==> src/rtl/machine_csr_file_if.sv <==
// Zicsr access bus between pipeline stage 3 and the machine CSR file.
// The master issues address/op/data; the slave returns old value and fault.
interface machine_csr_file_if;
    logic [11:0] CSR_ADDR;
    logic [1:0]  CSR_OP;
    logic        CSR_WR_EN;
    logic [31:0] CSR_WDATA;
    logic [31:0] CSR_RDATA;
    logic        CSR_ILLEGAL;

    modport master (
        output CSR_ADDR, CSR_OP, CSR_WR_EN, CSR_WDATA,
        input  CSR_RDATA, CSR_ILLEGAL
    );

    modport slave (
        input  CSR_ADDR, CSR_OP, CSR_WR_EN, CSR_WDATA,
        output CSR_RDATA, CSR_ILLEGAL
    );
endinterface

==> src/rtl/machine_csr_file.sv <==
// Machine-mode CSR storage and trap-state update for the Steel core.
// Serves Zicsr read/modify/write and tracks mstatus, mepc, mcause, counters.
module machine_csr_file #(
    parameter logic [31:0] MTVEC_RESET = 32'h0000_0000,
    parameter logic [31:0] MISA_VALUE  = 32'h4000_0100
) (
    input  logic              CLK,
    input  logic              RESET,
    machine_csr_file_if.slave csr,
    input  logic [31:0]       PC,
    input  logic              I_OR_E,
    input  logic              SET_EPC,
    input  logic              SET_CAUSE,
    input  logic [3:0]        CAUSE,
    input  logic              INSTRET_INC,
    input  logic              MIE_CLEAR,
    input  logic              MIE_SET,
    input  logic              E_IRQ,
    input  logic              T_IRQ,
    input  logic              S_IRQ,
    output logic              MIE,
    output logic              MEIE,
    output logic              MTIE,
    output logic              MSIE,
    output logic              MEIP,
    output logic              MTIP,
    output logic              MSIP,
    output logic [31:0]       TRAP_ADDR,
    output logic [31:0]       MEPC_OUT
);

    localparam logic [11:0] A_MSTATUS  = 12'h300;
    localparam logic [11:0] A_MISA     = 12'h301;
    localparam logic [11:0] A_MIE      = 12'h304;
    localparam logic [11:0] A_MTVEC    = 12'h305;
    localparam logic [11:0] A_MSCRATCH = 12'h340;
    localparam logic [11:0] A_MEPC     = 12'h341;
    localparam logic [11:0] A_MCAUSE   = 12'h342;
    localparam logic [11:0] A_MTVAL    = 12'h343;
    localparam logic [11:0] A_MIP      = 12'h344;
    localparam logic [11:0] A_MCYCLE   = 12'hB00;
    localparam logic [11:0] A_MCYCLEH  = 12'hB80;
    localparam logic [11:0] A_MINSTR   = 12'hB02;
    localparam logic [11:0] A_MINSTRH  = 12'hB82;
    localparam logic [11:0] A_CYCLE    = 12'hC00;
    localparam logic [11:0] A_CYCLEH   = 12'hC80;
    localparam logic [11:0] A_INSTR    = 12'hC02;
    localparam logic [11:0] A_INSTRH   = 12'hC82;
    localparam logic [11:0] A_MVENDOR  = 12'hF11;
    localparam logic [11:0] A_MARCH    = 12'hF12;
    localparam logic [11:0] A_MIMP     = 12'hF13;
    localparam logic [11:0] A_MHART    = 12'hF14;

    logic        mie_q, mie_d;
    logic        mpie_q, mpie_d;
    logic        meie_q, meie_d;
    logic        mtie_q, mtie_d;
    logic        msie_q, msie_d;
    logic [29:0] mtvec_base_q, mtvec_base_d;
    logic        mtvec_mode_q, mtvec_mode_d;
    logic [31:0] mscratch_q, mscratch_d;
    logic [29:0] mepc_q, mepc_d;
    logic        mcause_irq_q, mcause_irq_d;
    logic [3:0]  mcause_code_q, mcause_code_d;
    logic        msip_sw_q, msip_sw_d;
    logic        meip_q, meip_d;
    logic        mtip_q, mtip_d;
    logic        msip_q, msip_d;
    logic [63:0] mcycle_q, mcycle_d;
    logic [63:0] minstret_q, minstret_d;

    logic        impl;
    logic [31:0] rdata_raw;
    logic        access;
    logic        illegal;
    logic        wr;
    logic [31:0] csr_new;
    logic        unused_pc;

    assign unused_pc = ^PC[1:0];

    always_comb begin
        impl      = 1'b1;
        rdata_raw = 32'h0;
        unique case (csr.CSR_ADDR)
            A_MSTATUS:  rdata_raw = {19'b0, 2'b11, 3'b0, mpie_q,
                                     3'b0, mie_q, 3'b0};
            A_MISA:     rdata_raw = MISA_VALUE;
            A_MIE:      rdata_raw = {20'b0, meie_q, 3'b0, mtie_q,
                                     3'b0, msie_q, 3'b0};
            A_MTVEC:    rdata_raw = {mtvec_base_q, 1'b0, mtvec_mode_q};
            A_MSCRATCH: rdata_raw = mscratch_q;
            A_MEPC:     rdata_raw = {mepc_q, 2'b00};
            A_MCAUSE:   rdata_raw = {mcause_irq_q, 27'b0, mcause_code_q};
            A_MTVAL:    rdata_raw = 32'h0;
            A_MIP:      rdata_raw = {20'b0, meip_q, 3'b0, mtip_q,
                                     3'b0, msip_q, 3'b0};
            A_MCYCLE, A_CYCLE:   rdata_raw = mcycle_q[31:0];
            A_MCYCLEH, A_CYCLEH: rdata_raw = mcycle_q[63:32];
            A_MINSTR, A_INSTR:   rdata_raw = minstret_q[31:0];
            A_MINSTRH, A_INSTRH: rdata_raw = minstret_q[63:32];
            A_MVENDOR, A_MARCH, A_MIMP, A_MHART: rdata_raw = 32'h0;
            default:    impl = 1'b0;
        endcase
    end

    // The 2'b11 address quadrant is read-only; writing it faults.
    assign access  = (csr.CSR_OP != 2'b00);
    assign illegal = access &&
                     (!impl || (csr.CSR_ADDR[11:10] == 2'b11 && csr.CSR_WR_EN));
    assign wr      = access && csr.CSR_WR_EN && !illegal;

    assign csr.CSR_ILLEGAL = illegal;
    assign csr.CSR_RDATA   = (access && impl) ? rdata_raw : 32'h0;

    always_comb begin
        unique case (csr.CSR_OP)
            2'b01:   csr_new = csr.CSR_WDATA;
            2'b10:   csr_new = rdata_raw | csr.CSR_WDATA;
            2'b11:   csr_new = rdata_raw & ~csr.CSR_WDATA;
            default: csr_new = rdata_raw;
        endcase
    end

    always_comb begin
        mie_d         = mie_q;
        mpie_d        = mpie_q;
        meie_d        = meie_q;
        mtie_d        = mtie_q;
        msie_d        = msie_q;
        mtvec_base_d  = mtvec_base_q;
        mtvec_mode_d  = mtvec_mode_q;
        mscratch_d    = mscratch_q;
        mepc_d        = mepc_q;
        mcause_irq_d  = mcause_irq_q;
        mcause_code_d = mcause_code_q;
        msip_sw_d     = msip_sw_q;
        mcycle_d      = mcycle_q + 64'd1;
        minstret_d    = minstret_q + {63'b0, INSTRET_INC};

        if (wr) begin
            case (csr.CSR_ADDR)
                A_MSTATUS: begin
                    mie_d  = csr_new[3];
                    mpie_d = csr_new[7];
                end
                A_MIE: begin
                    meie_d = csr_new[11];
                    mtie_d = csr_new[7];
                    msie_d = csr_new[3];
                end
                A_MTVEC: begin
                    mtvec_base_d = csr_new[31:2];
                    mtvec_mode_d = csr_new[0];
                end
                A_MSCRATCH: mscratch_d = csr_new;
                A_MEPC:     mepc_d     = csr_new[31:2];
                A_MCAUSE: begin
                    mcause_irq_d  = csr_new[31];
                    mcause_code_d = csr_new[3:0];
                end
                A_MIP:     msip_sw_d         = csr_new[3];
                A_MCYCLE:  mcycle_d[31:0]    = csr_new;
                A_MCYCLEH: mcycle_d[63:32]   = csr_new;
                A_MINSTR:  minstret_d[31:0]  = csr_new;
                A_MINSTRH: minstret_d[63:32] = csr_new;
                default: ;
            endcase
        end

        // Trap and mret strobes override a same-cycle CSR write.
        if (SET_EPC) begin
            mepc_d = PC[31:2];
        end
        if (SET_CAUSE) begin
            mcause_irq_d  = I_OR_E;
            mcause_code_d = CAUSE;
        end
        if (MIE_CLEAR) begin
            mpie_d = mie_q;
            mie_d  = 1'b0;
        end else if (MIE_SET) begin
            mie_d  = mpie_q;
            mpie_d = 1'b1;
        end

        meip_d = E_IRQ;
        mtip_d = T_IRQ;
        msip_d = msip_sw_d | S_IRQ;
    end

    always_ff @(posedge CLK or negedge RESET) begin
        if (!RESET) begin
            mie_q         <= 1'b0;
            mpie_q        <= 1'b0;
            meie_q        <= 1'b0;
            mtie_q        <= 1'b0;
            msie_q        <= 1'b0;
            mtvec_base_q  <= MTVEC_RESET[31:2];
            mtvec_mode_q  <= MTVEC_RESET[0];
            mscratch_q    <= 32'h0;
            mepc_q        <= 30'h0;
            mcause_irq_q  <= 1'b0;
            mcause_code_q <= 4'h0;
            msip_sw_q     <= 1'b0;
            meip_q        <= 1'b0;
            mtip_q        <= 1'b0;
            msip_q        <= 1'b0;
            mcycle_q      <= 64'h0;
            minstret_q    <= 64'h0;
        end else begin
            mie_q         <= mie_d;
            mpie_q        <= mpie_d;
            meie_q        <= meie_d;
            mtie_q        <= mtie_d;
            msie_q        <= msie_d;
            mtvec_base_q  <= mtvec_base_d;
            mtvec_mode_q  <= mtvec_mode_d;
            mscratch_q    <= mscratch_d;
            mepc_q        <= mepc_d;
            mcause_irq_q  <= mcause_irq_d;
            mcause_code_q <= mcause_code_d;
            msip_sw_q     <= msip_sw_d;
            meip_q        <= meip_d;
            mtip_q        <= mtip_d;
            msip_q        <= msip_d;
            mcycle_q      <= mcycle_d;
            minstret_q    <= minstret_d;
        end
    end

    assign MIE  = mie_q;
    assign MEIE = meie_q;
    assign MTIE = mtie_q;
    assign MSIE = msie_q;
    assign MEIP = meip_q;
    assign MTIP = mtip_q;
    assign MSIP = msip_q;

    // Vectored mode only offsets interrupts; exceptions use BASE.
    assign TRAP_ADDR = (mtvec_mode_q && mcause_irq_q)
                     ? {mtvec_base_q, 2'b00} + {26'b0, mcause_code_q, 2'b00}
                     : {mtvec_base_q, 2'b00};
    assign MEPC_OUT  = {mepc_q, 2'b00};

endmodule

==> src/flat_wrapper.sv <==
// flat-port wrapper written by rule: the top's interface ports become plain ports
module machine_csr_file_flat 
#(
    parameter logic [31:0] MTVEC_RESET = 32'h0000_0000,
    parameter logic [31:0] MISA_VALUE  = 32'h4000_0100
)
  (CLK, RESET, PC, I_OR_E, SET_EPC, SET_CAUSE, CAUSE, INSTRET_INC, MIE_CLEAR, MIE_SET, E_IRQ, T_IRQ, S_IRQ, MIE, MEIE, MTIE, MSIE, MEIP, MTIP, MSIP, TRAP_ADDR, MEPC_OUT, csr_CSR_ADDR, csr_CSR_OP, csr_CSR_WR_EN, csr_CSR_WDATA, csr_CSR_RDATA, csr_CSR_ILLEGAL);
  machine_csr_file_if csr_i ();
  input  logic CLK;
  input  logic RESET;
  input  logic [31:0] PC;
  input  logic I_OR_E;
  input  logic SET_EPC;
  input  logic SET_CAUSE;
  input  logic [3:0] CAUSE;
  input  logic INSTRET_INC;
  input  logic MIE_CLEAR;
  input  logic MIE_SET;
  input  logic E_IRQ;
  input  logic T_IRQ;
  input  logic S_IRQ;
  output logic MIE;
  output logic MEIE;
  output logic MTIE;
  output logic MSIE;
  output logic MEIP;
  output logic MTIP;
  output logic MSIP;
  output logic [31:0] TRAP_ADDR;
  output logic [31:0] MEPC_OUT;
  input wire logic [$bits(csr_i.CSR_ADDR)-1:0] csr_CSR_ADDR;
  input wire logic [$bits(csr_i.CSR_OP)-1:0] csr_CSR_OP;
  input wire logic [$bits(csr_i.CSR_WR_EN)-1:0] csr_CSR_WR_EN;
  input wire logic [$bits(csr_i.CSR_WDATA)-1:0] csr_CSR_WDATA;
  output wire logic [$bits(csr_i.CSR_RDATA)-1:0] csr_CSR_RDATA;
  output wire logic [$bits(csr_i.CSR_ILLEGAL)-1:0] csr_CSR_ILLEGAL;
  assign csr_i.CSR_ADDR = csr_CSR_ADDR;
  assign csr_i.CSR_OP = csr_CSR_OP;
  assign csr_i.CSR_WR_EN = csr_CSR_WR_EN;
  assign csr_i.CSR_WDATA = csr_CSR_WDATA;
  assign csr_CSR_RDATA = csr_i.CSR_RDATA;
  assign csr_CSR_ILLEGAL = csr_i.CSR_ILLEGAL;
  machine_csr_file #(.MTVEC_RESET(MTVEC_RESET), .MISA_VALUE(MISA_VALUE)) u_core (.CLK(CLK), .RESET(RESET), .csr(csr_i), .PC(PC), .I_OR_E(I_OR_E), .SET_EPC(SET_EPC), .SET_CAUSE(SET_CAUSE), .CAUSE(CAUSE), .INSTRET_INC(INSTRET_INC), .MIE_CLEAR(MIE_CLEAR), .MIE_SET(MIE_SET), .E_IRQ(E_IRQ), .T_IRQ(T_IRQ), .S_IRQ(S_IRQ), .MIE(MIE), .MEIE(MEIE), .MTIE(MTIE), .MSIE(MSIE), .MEIP(MEIP), .MTIP(MTIP), .MSIP(MSIP), .TRAP_ADDR(TRAP_ADDR), .MEPC_OUT(MEPC_OUT));
endmodule
==> config.mk <==
export PLATFORM = sky130hd
export DESIGN_NAME = machine_csr_file_flat
export DESIGN_NICKNAME = d
export VERILOG_FILES = /design/src/rtl/machine_csr_file_if.sv /design/src/rtl/machine_csr_file.sv /design/src/flat_wrapper.sv
export SDC_FILE = /design/constraint.sdc
export NUM_CORES = 1
export LEC_CHECK = 0
export ABC_AREA = 1
export CORE_MARGIN = 4
export CORE_UTILIZATION = 32
export DETAILED_ROUTE_END_ITERATION = 6
export PLACE_DENSITY = 0.61
export SETUP_SLACK_MARGIN = 0.15
export SLEW_MARGIN = 20
export SYNTH_ARGS = -nofsm -noshare
export SYNTH_HDL_FRONTEND = slang
export SYNTH_SLANG_ARGS = --single-unit
==> constraint.sdc <==
create_clock -name CLK -period 3.73 [get_ports CLK]
set_input_delay 0.5595 -clock CLK [delete_from_list [all_inputs] [get_ports CLK]]
set_output_delay 0.5595 -clock CLK [all_outputs]
set_load 0.05 [all_outputs]
==> flow_metrics.env <==
export IMPL_status="complete, but fails checks"
export IMPL_violations="hold timing"
export IMPL_synth_compound_area_frac=0.0615
export IMPL_grt_util_all_layers=0.319
export IMPL_synthAdderAreaFrac=0.00633
export IMPL_yosysSeqAreaShare=0.346
export IMPL_pre_cts_ws_ns=-0.00449
export IMPL_insertion_delay_ns=0.58
export IMPL_worst_slew_pin_slew_ns=1.02
export IMPL_synth_xor_area_frac=0.0737
export IMPL_cp_startpoint="csr_CSR_ADDR[5]"
export IMPL_setup_viol=0
export IMPL_end_kind="output pin"
export IMPL_postRouteAntennaNets=0
export IMPL_clock_path_buffers=3
export IMPL_grt_pass1_vias=18833
export IMPL_synthMuxAreaShare=0
export IMPL_dp_cells=3628
export IMPL_firstDrtPassIters=5
export IMPL_slowest_delay_ns=0.51
export IMPL_synth_simple_gate_area_share=0.437
export IMPL_critical_path_class="primary input to output pin"
export IMPL_setup_worst_path_end="csr_CSR_RDATA[4]"
export IMPL_dr_total_vias=19893
export IMPL_peakVddDrop_v=0.000301
export IMPL_finalWorstSetupSlack_ns=0.209
export IMPL_p_per_area_nw_per_um2=313
export IMPL_clk_pin_slew_ns=0.06
export IMPL_ff2ff_path_depth=8
export IMPL_required_ns=3.17
export IMPL_slew_viol_final=0
export IMPL_die_w_um=238
export IMPL_maxCapViolations=0
export IMPL_stdcell_count=3692
export IMPL_cp_start_kind="primary input"
export IMPL_p_leak_nw=11.0
export IMPL_path_cells="clkdlybuf4s50_1 -> nor2_2 -> nand2_2 -> nor2_4 -> nand2_1 -> buf_4 -> nor2_1 -> nor2_1 -> a21oi_2 -> buf_12"
export IMPL_vias_per_cell=5.39
export IMPL_numCtsBuffers=29
export IMPL_drc=0
export IMPL_slew_limit_headroom=0.319
export IMPL_grt_pass1_wl_um=133000
export IMPL_netlist_area_um2=17000
export IMPL_rows=84
export IMPL_finalHoldViolCount=4
export IMPL_finalPower_mw=7.02
export IMPL_ys_ff_latch=235
export IMPL_drt_initial_drc_count=2462
export IMPL_dieArea_um2=56900
export IMPL_yosysTopAreaCellShare=0.346
export IMPL_hold_class="primary input to asynchronous set/reset pin"
export IMPL_final_common_cell="nand2_1"
export IMPL_final_setup_tns_ns=0
export IMPL_cts_tree="done"
export IMPL_io_pins=198
export IMPL_fmax_mhz=284
export IMPL_synth_largest_area_cell="dfrtp_1"
export IMPL_gp_congestion=1.05
export IMPL_hpwl_um=73000
export IMPL_cts_root_buf="clkbuf_16"
export IMPL_finalCriticalPeriod_ns=3.52
export IMPL_fillers=5664
export IMPL_layout_common_cells="1095 x nand2_1, 258 x nor2_1, 236 x nand3_1"
export IMPL_synthToLayoutAreaGrowth_pct=31.7
export IMPL_crit_arrival_ns=2.96
export IMPL_drt_total_wl_um=93300
export IMPL_synthCells=2696
export IMPL_slowest_stage="clkdlybuf4s50_1"
export IMPL_grt_start_max_net_pins=91
export IMPL_nets=3083
export IMPL_initial_core_util=0.323
export IMPL_clock_sinks=235
export IMPL_antenna_found_initial=10
export IMPL_grt_overflow_total=0
export IMPL_core_region_area_um2=52600
export IMPL_crit_top_cell="nor2_1"
export IMPL_htreeDepth=1
export IMPL_port_buffers=191
export IMPL_synth_top_family_by_area="simple AND/OR/NAND/NOR gates"
export IMPL_synth_area_per_cell_um2=6.31
export IMPL_yosys_top_cells_area="dfrtp_1 35%, nand2_1 24%, nand3_1 7.0%"
export IMPL_worst_clock_skew_ns=0.0142
export IMPL_finalHoldWorstSlack_ns=-0.0227
export IMPL_worstPathMaxFanout=24
export IMPL_r2r_setup_slack_ns=1.20
export IMPL_drive_gt1_frac=0.113
export IMPL_synth_cell_types=36
export IMPL_wl_per_cell_um=25.3
export IMPL_r2r_start="u_core.minstret_q[18]"
export IMPL_r2r_end="u_core.minstret_q[51]"
export IMPL_die_y_um=238
export IMPL_fin_crit_sh=0.944
export IMPL_synth_warnings=0
export IMPL_rsz0062_at_grt="true"
==> Yosys cell counts, drive strengths merged <==
cell type	n
and3	4
a21oi	34
nand2	1111
fa	1
nand3b	7
buf	53
nand4	43
nand3	241
a31oi	3
nor3	87
inv	210
nor3b	1
clkbuf	45
conb	1
o21ai	167
xnor2	24
o22ai	2
a21boi	1
nor4	10
clkinv	3
xor2	119
nor2	287
ha	7
dfrtp	235
==> critical path: cells and delay by family <==
kind,cells,cell delay (ns)
AO/OA/AOI/OAI,1,0.23
buffers and inverters,3,0.94
AND/OR/NAND/NOR,6,1.22
==> flip-flops by register name, indices dropped and copies added (netlist names), 4 cells and up <==
| register | count |
|---|---|
| u_core.mcause_code_q | 4 |
| u_core.mcycle_q | 64 |
| u_core.mscratch_q | 32 |
| u_core.minstret_q | 64 |
| u_core.mtvec_base_q | 30 |
| u_core.mepc_q | 30 |
==> layout make-up <==
class                           instances  area (µm²)  share of cell area
Antenna cell                            2        5.00            0.000224
Timing Repair Buffer                  349        3730               0.167
Clock inverter                          8         140             0.00626
Clock buffer                           44         862              0.0385
Tap cell                              688         861              0.0385
Inverter                              213         800              0.0357
Sequential cell                       235        5880               0.263
Multi-Input combinational cell       2153       10100               0.451
==> metrics by stage <==
step	util	instance area [µm²]
final	0.426	22400
after global routing	0.426	22400
after CTS	0.422	22200
after detailed placement	0.400	21000
after global placement	0.400	21000
after floorplan	-	17000
==> power by group <==
group | internal [mW] | switching, mW
Sequential | 2.65 | 0.157
Combinational | 0.387 | 0.742
Clock | 1.85 | 1.23
==> worst min-delay path by stage <==
stage / from / to / slack [ns] / cells after the start
2_1_floorplan: RESET / u_core.MEIE / 0.26 / 0
3_3_place_gp: u_core.mscratch_q[4] / u_core.mscratch_q[4] / 0.48 / 2
3_5_place_dp: u_core.mscratch_q[19] / u_core.mscratch_q[19] / 0.49 / 2
4_1_cts: RESET / u_core.mepc_q[10] / 0.03 / 1
5_1_grt: RESET / u_core.mepc_q[10] / 0.06 / 1
6_report: RESET / u_core.mepc_q[10] / -0.02 / 1
==> cells by family after synthesis <==
kind of cell / count (synthesis)
xor+xnor: 143
simple gates: 1791
fa+ha+maj: 8
flops: 235
other cells: 1
compound gates: 207
buf+inv: 311
==> timing repair <==
| item | in CTS | in global routing |
|---|---|---|
| pin swaps | 2 | 5 |
| setup endpoints to repair | 31 | 44 |
| buffers inserted | 3 | 7 |
| gates resized for setup | 28 | 45 |
| hold buffers | 0 | 0 |
==> metal layers <==
metal / global-route usage / wire length [µm]
met5: 0 / 69
met4: 0.114 / 4110
met3: 0.0826 / 9740
met2: 0.494 / 40900
met1: 0.432 / 38400
(Power assumes the default switching activity.)
